### config.mk
export PLATFORM = sky130hd
export DESIGN_NAME = hazard_ctrl_flat
export DESIGN_NICKNAME = d
export VERILOG_FILES = /design/src/rtl/hazard_ctrl_if.sv /design/src/rtl/hazard_ctrl.sv /design/src/flat_wrapper.sv
export SDC_FILE = /design/constraint.sdc
export NUM_CORES = 1
export LEC_CHECK = 0
export CAP_MARGIN = 20
export CORE_ASPECT_RATIO = 0.9
export CORE_MARGIN = 2
export CORE_UTILIZATION = 37
export CTS_CLUSTER_DIAMETER = 120
export DETAILED_ROUTE_END_ITERATION = 10
export PLACE_DENSITY = 0.88
export RECOVER_POWER = 25
export SYNTH_ARGS = -nofsm -noshare
export SYNTH_HDL_FRONTEND = slang
export SYNTH_SLANG_ARGS = --single-unit
### constraint.sdc
create_clock -name clk -period 2.26 [get_ports clk]
set_input_delay 0.452 -clock clk [delete_from_list [all_inputs] [get_ports clk]]
set_output_delay 0.452 -clock clk [all_outputs]
set_load 0.02 [all_outputs]
### src/rtl/hazard_ctrl_if.sv
// Signal bundle between the pipeline stages (master) and hazard_ctrl (slave).
// The perf-counter signals exist only when HAZ_PERF_CNT_EN is defined.
interface hazard_ctrl_if #(
    parameter int REG_AW = 5,
    parameter int CNT_W  = 32
);
    logic [REG_AW-1:0] Rs1_D;
    logic [REG_AW-1:0] Rs2_D;
    logic [REG_AW-1:0] Rs1_E;
    logic [REG_AW-1:0] Rs2_E;
    logic [REG_AW-1:0] Rd_E;
    logic [REG_AW-1:0] Rd_M;
    logic [REG_AW-1:0] Rd_W;
    logic              LoadE;
    logic              RegWriteM;
    logic              RegWriteW;
    logic              PCSrcE;
    logic              McStartE;
    logic [1:0]        ForwardAE;
    logic [1:0]        ForwardBE;
    logic              StallF;
    logic              StallD;
    logic              StallE;
    logic              FlushD;
    logic              FlushE;
    logic              BubbleM;
    logic              McBusy;
    logic              McDoneE;
`ifdef HAZ_PERF_CNT_EN
    logic [CNT_W-1:0]  stall_cycles;
    logic [CNT_W-1:0]  flush_events;
`endif

    if (REG_AW < 1 || CNT_W < 1) begin : g_bad_param
        $error("hazard_ctrl_if: REG_AW and CNT_W must be positive");
    end

    modport master (
        output Rs1_D, Rs2_D, Rs1_E, Rs2_E, Rd_E, Rd_M, Rd_W,
        output LoadE, RegWriteM, RegWriteW, PCSrcE, McStartE,
        input  ForwardAE, ForwardBE, StallF, StallD, StallE,
        input  FlushD, FlushE, BubbleM, McBusy, McDoneE
`ifdef HAZ_PERF_CNT_EN
        , input stall_cycles, flush_events
`endif
    );

    modport slave (
        input  Rs1_D, Rs2_D, Rs1_E, Rs2_E, Rd_E, Rd_M, Rd_W,
        input  LoadE, RegWriteM, RegWriteW, PCSrcE, McStartE,
        output ForwardAE, ForwardBE, StallF, StallD, StallE,
        output FlushD, FlushE, BubbleM, McBusy, McDoneE
`ifdef HAZ_PERF_CNT_EN
        , output stall_cycles, flush_events
`endif
    );
endinterface

### src/rtl/hazard_ctrl.sv
// Hazard unit for the 5-stage pipeline: forwarding, load-use stall, branch flush,
// multi-cycle execute sequencer. Define HAZ_PERF_CNT_EN for stall/flush perf counters.
module hazard_ctrl #(
    parameter int REG_AW     = 5,
    parameter int MC_LATENCY = 4,
    parameter int CNT_W      = 32
) (
    input  logic          clk,
    input  logic          rst,
    hazard_ctrl_if.slave  hz
);
    localparam logic [0:0] ST_IDLE = 1'b0;
    localparam logic [0:0] ST_BUSY = 1'b1;
    localparam logic [7:0] MC_LOAD = 8'(MC_LATENCY - 1);
    localparam logic [REG_AW-1:0] X0 = {REG_AW{1'b0}};

    if (MC_LATENCY < 2 || MC_LATENCY > 255 || CNT_W < 1 || REG_AW < 1) begin : g_bad_param
        $error("hazard_ctrl: parameter out of range");
    end

    logic [0:0] state_r;
    logic [7:0] cnt_r;
    logic [1:0] fwd_a_s;
    logic [1:0] fwd_b_s;
    logic       lw_stall_s;
    logic       mc_stall_s;
    logic       mc_done_s;
    logic       stall_f_s;
    logic       stall_e_s;
    logic       flush_d_s;
    logic       flush_e_s;
    logic       busy_s;

    function automatic logic [1:0] fwd_sel(
        input logic [REG_AW-1:0] rs,
        input logic [REG_AW-1:0] rd_m,
        input logic [REG_AW-1:0] rd_w,
        input logic              we_m,
        input logic              we_w
    );
        logic [1:0] sel;
        if (we_m && (rd_m != X0) && (rd_m == rs)) begin
            sel = 2'b10;
        end else if (we_w && (rd_w != X0) && (rd_w == rs)) begin
            sel = 2'b01;
        end else begin
            sel = 2'b00;
        end
        return sel;
    endfunction

    // Sequencer state: the countdown holds E for MC_LATENCY cycles in total
    always_ff @(posedge clk) begin
        if (rst) begin
            state_r <= ST_IDLE;
            cnt_r   <= 8'd0;
        end else begin
            case (state_r)
                ST_IDLE: begin
                    if (hz.McStartE) begin
                        state_r <= ST_BUSY;
                        cnt_r   <= MC_LOAD;
                    end else begin
                        state_r <= ST_IDLE;
                        cnt_r   <= 8'd0;
                    end
                end
                ST_BUSY: begin
                    if (cnt_r > 8'd1) begin
                        state_r <= ST_BUSY;
                        cnt_r   <= cnt_r - 8'd1;
                    end else begin
                        state_r <= ST_IDLE;
                        cnt_r   <= 8'd0;
                    end
                end
                default: begin
                    state_r <= ST_IDLE;
                    cnt_r   <= 8'd0;
                end
            endcase
        end
    end

    // Hazard decode; reset forces every control to its inactive value
    always_comb begin
        fwd_a_s    = 2'b00;
        fwd_b_s    = 2'b00;
        lw_stall_s = 1'b0;
        mc_stall_s = 1'b0;
        mc_done_s  = 1'b0;
        busy_s     = 1'b0;
        if (rst) begin
            fwd_a_s    = 2'b00;
            fwd_b_s    = 2'b00;
            lw_stall_s = 1'b0;
            mc_stall_s = 1'b0;
            mc_done_s  = 1'b0;
            busy_s     = 1'b0;
        end else begin
            fwd_a_s    = fwd_sel(hz.Rs1_E, hz.Rd_M, hz.Rd_W, hz.RegWriteM, hz.RegWriteW);
            fwd_b_s    = fwd_sel(hz.Rs2_E, hz.Rd_M, hz.Rd_W, hz.RegWriteM, hz.RegWriteW);
            lw_stall_s = hz.LoadE && (hz.Rd_E != X0)
                         && ((hz.Rd_E == hz.Rs1_D) || (hz.Rd_E == hz.Rs2_D));
            case (state_r)
                ST_IDLE: begin
                    mc_stall_s = hz.McStartE;
                    mc_done_s  = 1'b0;
                    busy_s     = 1'b0;
                end
                ST_BUSY: begin
                    mc_stall_s = (cnt_r > 8'd1);
                    mc_done_s  = (cnt_r == 8'd1);
                    busy_s     = 1'b1;
                end
                default: begin
                    mc_stall_s = 1'b0;
                    mc_done_s  = 1'b0;
                    busy_s     = 1'b0;
                end
            endcase
        end
    end

    // A held multi-cycle op in E must never be cleared, so mcStall masks both flushes
    assign stall_f_s = lw_stall_s | mc_stall_s;
    assign stall_e_s = mc_stall_s;
    assign flush_d_s = (~rst) & hz.PCSrcE & ~mc_stall_s;
    assign flush_e_s = (~rst) & (lw_stall_s | hz.PCSrcE) & ~mc_stall_s;

    assign hz.ForwardAE = fwd_a_s;
    assign hz.ForwardBE = fwd_b_s;
    assign hz.StallF    = stall_f_s;
    assign hz.StallD    = stall_f_s;
    assign hz.StallE    = stall_e_s;
    assign hz.FlushD    = flush_d_s;
    assign hz.FlushE    = flush_e_s;
    assign hz.BubbleM   = mc_stall_s;
    assign hz.McBusy    = busy_s;
    assign hz.McDoneE   = mc_done_s;

`ifdef HAZ_PERF_CNT_EN
    localparam logic [CNT_W-1:0] CNT_MAX = {CNT_W{1'b1}};
    localparam logic [CNT_W-1:0] CNT_ONE = {{(CNT_W-1){1'b0}}, 1'b1};

    logic [CNT_W-1:0] stall_cycles_r;
    logic [CNT_W-1:0] flush_events_r;

    // Saturating perf counters
    always_ff @(posedge clk) begin
        if (rst) begin
            stall_cycles_r <= {CNT_W{1'b0}};
            flush_events_r <= {CNT_W{1'b0}};
        end else begin
            if (stall_f_s && (stall_cycles_r != CNT_MAX)) begin
                stall_cycles_r <= stall_cycles_r + CNT_ONE;
            end else begin
                stall_cycles_r <= stall_cycles_r;
            end
            if (flush_d_s && (flush_events_r != CNT_MAX)) begin
                flush_events_r <= flush_events_r + CNT_ONE;
            end else begin
                flush_events_r <= flush_events_r;
            end
        end
    end

    assign hz.stall_cycles = stall_cycles_r;
    assign hz.flush_events = flush_events_r;
`endif
endmodule

### src/flat_wrapper.sv
// flat-port wrapper written by rule: the top's interface ports become plain ports
module hazard_ctrl_flat 
#(
    parameter int REG_AW     = 5,
    parameter int MC_LATENCY = 4,
    parameter int CNT_W      = 32
)
  (clk, rst, hz_Rs1_D, hz_Rs2_D, hz_Rs1_E, hz_Rs2_E, hz_Rd_E, hz_Rd_M, hz_Rd_W, hz_LoadE, hz_RegWriteM, hz_RegWriteW, hz_PCSrcE, hz_McStartE, hz_ForwardAE, hz_ForwardBE, hz_StallF, hz_StallD, hz_StallE, hz_FlushD, hz_FlushE, hz_BubbleM, hz_McBusy, hz_McDoneE);
  hazard_ctrl_if #(.REG_AW(REG_AW), .CNT_W(CNT_W)) hz_i ();
  input  logic clk;
  input  logic rst;
  input wire logic [$bits(hz_i.Rs1_D)-1:0] hz_Rs1_D;
  input wire logic [$bits(hz_i.Rs2_D)-1:0] hz_Rs2_D;
  input wire logic [$bits(hz_i.Rs1_E)-1:0] hz_Rs1_E;
  input wire logic [$bits(hz_i.Rs2_E)-1:0] hz_Rs2_E;
  input wire logic [$bits(hz_i.Rd_E)-1:0] hz_Rd_E;
  input wire logic [$bits(hz_i.Rd_M)-1:0] hz_Rd_M;
  input wire logic [$bits(hz_i.Rd_W)-1:0] hz_Rd_W;
  input wire logic [$bits(hz_i.LoadE)-1:0] hz_LoadE;
  input wire logic [$bits(hz_i.RegWriteM)-1:0] hz_RegWriteM;
  input wire logic [$bits(hz_i.RegWriteW)-1:0] hz_RegWriteW;
  input wire logic [$bits(hz_i.PCSrcE)-1:0] hz_PCSrcE;
  input wire logic [$bits(hz_i.McStartE)-1:0] hz_McStartE;
  output wire logic [$bits(hz_i.ForwardAE)-1:0] hz_ForwardAE;
  output wire logic [$bits(hz_i.ForwardBE)-1:0] hz_ForwardBE;
  output wire logic [$bits(hz_i.StallF)-1:0] hz_StallF;
  output wire logic [$bits(hz_i.StallD)-1:0] hz_StallD;
  output wire logic [$bits(hz_i.StallE)-1:0] hz_StallE;
  output wire logic [$bits(hz_i.FlushD)-1:0] hz_FlushD;
  output wire logic [$bits(hz_i.FlushE)-1:0] hz_FlushE;
  output wire logic [$bits(hz_i.BubbleM)-1:0] hz_BubbleM;
  output wire logic [$bits(hz_i.McBusy)-1:0] hz_McBusy;
  output wire logic [$bits(hz_i.McDoneE)-1:0] hz_McDoneE;
  assign hz_i.Rs1_D = hz_Rs1_D;
  assign hz_i.Rs2_D = hz_Rs2_D;
  assign hz_i.Rs1_E = hz_Rs1_E;
  assign hz_i.Rs2_E = hz_Rs2_E;
  assign hz_i.Rd_E = hz_Rd_E;
  assign hz_i.Rd_M = hz_Rd_M;
  assign hz_i.Rd_W = hz_Rd_W;
  assign hz_i.LoadE = hz_LoadE;
  assign hz_i.RegWriteM = hz_RegWriteM;
  assign hz_i.RegWriteW = hz_RegWriteW;
  assign hz_i.PCSrcE = hz_PCSrcE;
  assign hz_i.McStartE = hz_McStartE;
  assign hz_ForwardAE = hz_i.ForwardAE;
  assign hz_ForwardBE = hz_i.ForwardBE;
  assign hz_StallF = hz_i.StallF;
  assign hz_StallD = hz_i.StallD;
  assign hz_StallE = hz_i.StallE;
  assign hz_FlushD = hz_i.FlushD;
  assign hz_FlushE = hz_i.FlushE;
  assign hz_BubbleM = hz_i.BubbleM;
  assign hz_McBusy = hz_i.McBusy;
  assign hz_McDoneE = hz_i.McDoneE;
  hazard_ctrl #(.REG_AW(REG_AW), .MC_LATENCY(MC_LATENCY), .CNT_W(CNT_W)) u_core (.clk(clk), .rst(rst), .hz(hz_i));
endmodule
==> flow_summary.toml <==
[outcome]
outcome = "complete, but fails checks"
violations = "setup timing"

[global_route]
grt_usage = 0.268
grt_pass1_vias = 1234
grt_pass1_wl_mm = 5.82
grt_max_degree = 9
grt_overflow = 0
antenna_found_initial = 0

[yosys]
yosys_warnings = 0
syn_inst = 108
ys_ff_latch = 9
syn_nets = 152
yosysTopAreaCell = "xor2_1"
syn_area_um2 = 902
yosys.cell_types.count = 27
synth_top_area_share = 0.223
synth.area.top_cells = "xor2_1, dfxtp_1, xnor2_1"
yosysSeqAreaShare = 0.200
syn_avg_cell_area_um2 = 8.35

[timing]
setup_slack_ns = -0.0679
grt_setup_unrepaired = "true"
worst_hold_slack_ns = 0.580
maxSlewViolCount = 0
min_period_ns = 2.33
clock_skew_ns = 0.0154
finalHoldViolCount = 0
slew-limit-headroom = 0.758
fmax_ghz = 0.430
setup_viol = 5
period_share = 1.03
worst-slew-pin-transition_ns = 0.362

[worst_setup_path]
r2r_cells = 8
reg2reg_slack_ns = 0.44
cp.required_ns = 1.81
worstPathMaxFanout = 4
crit_arrival_ns = 1.88
endpoint_kind = "primary output"
critPathLaunchType = "register"
r2r_start = "u_core.cnt_r[0]"
r2r_end = "u_core.cnt_r[0]"
path_class = "reg -> out"

[floorplanning]
die_area_um2 = 2850
die_h_um = 50.8
io_pins = 54
initial_core_util = 0.402
rows = 16
core_area_um2 = 2240
die_w_um = 56.1

[layout]
antenna-diode-count = 0
multi_input_area_um2 = 813
final_cells = 230
areaGrowthSynthToFinish_pct = 103
fin_area_um2 = 1830
drive_gt1_frac = 0.453
nFillCells = 144
finalNetCount = 248
register_area_um2 = 181

[clock_tree]
clk_latency_ns = 0.28
cts_inserted_buffers = 3
clk_pin_slew_worst_paths_ns = 0.08
cts.htree.levels = 1
cts_tree = "yes"
clockBufferDepth = 2
cts.sinks = 9
cts-root-buf = "clkbuf_4"
cts.hold.buffers_added = 0

[detailed_routing]
wl_per_cell_um = 16.8
drcViolationCount = 0
vias_per_cell = 5.31
vias = 1221
routed_wl_mm = 3.86
drt_iter0_drc = 54
first_pass_iters = 4
postRouteAntennaNets = 0

[worst_hold_path]
hold_path_end = "u_core.cnt_r[5]"
holdPathStages = 2
min_from = "u_core.cnt_r[5]"
worstHoldPathType = "reg -> reg"

[placed_design]
gp_congestion = 0.941
io_buffer_count = 53
dp_cells = 223
dp_hpwl_mm = 2.95
placed_area_um2 = 1740

[pwr]
leakagePower_nw = 0.887
vdd_drop_max_mv = 0.330
power_density_nw_per_um2 = 418

[job]
maxCapViolations = 0
[cell type report]
| type | count | share of cell area |
|---|---|---|
| multi-input combinational | 95 | 0.445 |
| sequential | 9 | 0.0992 |
| tap | 27 | 0.0185 |
| clock buffer | 4 | 0.0144 |
| inverter | 2 | 0.00410 |
| timing repair buffer | 93 | 0.419 |
[placed cells by master, fill, tap and decap left out, drive strengths merged]
cell type	n
a21oi	1
a22oi	1
a41oi	2
and4b	1
buf	54
clkbuf	11
clkdlybuf4s15	5
clkdlybuf4s50	13
dfxtp	9
dlygate4sd2	6
dlymetal6s2s	8
ha	2
inv	2
nand2	7
nand3	3
nor2	11
nor2b	4
nor3	5
nor3b	1
nor4	5
o21ai	5
o21bai	3
o31ai	1
or2	2
or4	6
xnor2	12
xor2	23
[what timing repair did]
| item | 4_1_cts | 5_1_grt |
|---|---|---|
| pin swaps | 15 | 19 |
| endpoints found under the setup margin | 12 | 11 |
| buffers inserted | 0 | 3 |
| cloned | 0 | 0 |
| gates resized for setup | 97 | 40 |
[synthesized netlist by cell type]
cell type / instances
a21oi_1: 1
a22oi_1: 1
a41oi_1: 1
a41oi_2: 1
and4b_1: 1
buf_4: 2
dfxtp_1: 9
ha_1: 2
inv_1: 2
nand2_1: 7
nand3_1: 3
nor2_1: 11
nor2b_1: 4
nor3_1: 5
nor3b_2: 1
nor4_1: 2
nor4_2: 2
nor4_4: 1
o21ai_0: 4
o21ai_2: 1
o21bai_1: 3
o31ai_1: 1
or2_1: 1
or2_2: 1
or4_1: 6
xnor2_1: 12
xor2_1: 23
[sequential cells by signal, summed over array words and instances, names as in the netlist]
register,flops
u_core.state_r,1
u_core.cnt_r,8
[per-layer routing]
| layer | up-vias | part of all wire | global-route usage |
|---|---|---|---|
| met3 | 23 | 0.067 | 0.0481 |
| met5 | - | 0 | 0 |
| met2 | 70 | 0.53 | 0.529 |
| met1 | 561 | 0.36 | 0.281 |
| li1 | 567 | - | - |
| met4 | 0 | 0.048 | 0.103 |
[worst max path at each step]
stage / start / to / slack [ns] / depth (start not counted)
2_1_floorplan: u_core.cnt_r[0] / hz_StallF / 0.05 / 6
3_3_place_gp: hz_Rd_M[0] / hz_ForwardAE[0] / -0.75 / 6
3_5_place_dp: hz_Rd_M[0] / hz_ForwardAE[0] / -0.83 / 6
4_1_cts: hz_Rd_W[3] / hz_ForwardAE[0] / -0.07 / 6
5_1_grt: u_core.cnt_r[0] / hz_FlushE / -0.09 / 7
6_report: u_core.cnt_r[0] / hz_FlushE / -0.07 / 7
[metrics by stage]
stage | power [mW] | TNS [ns] | utilization | setup slack, ns
after floorplan | 0.377 | 0 | - | 0.0518
after global placement | 0.584 | -5.76 | 0.778 | -0.747
after detailed placement | 0.608 | -6.19 | 0.778 | -0.834
after CTS | 0.736 | -0.118 | 0.792 | -0.0700
after global routing | 0.808 | -0.301 | 0.816 | -0.0917
final | 0.764 | -0.137 | 0.816 | -0.0679
[where the power goes]
part           total [mW]  switching [mW]  leakage [nW]  internal, mW
clock               0.136          0.0677        0.0150        0.0683
combinational       0.438           0.208         0.798         0.230
sequential          0.190          0.0160        0.0739         0.174
total               0.764           0.292         0.887         0.473
[critical path, stage by stage, from the launching register on]
cell      delay (ns)
dfxtp_1         0.43
inv_2           0.05
ha_2            0.18
or2_4           0.26
a41oi_4         0.24
nor3b_2         0.10
o21bai_4        0.19
buf_6           0.13
[logic make-up after synthesis]
group,Yosys count,share of synthesized area
XOR/XNOR,35,0.340
flip-flops,9,0.200
adder cells (fa/ha/maj),2,0.0277
AO/OA/AOI/OAI,13,0.107
buffers and inverters,4,0.0250
AND/OR/NAND/NOR,45,0.301
No activity file was read; power rests on OpenSTA's default activity.
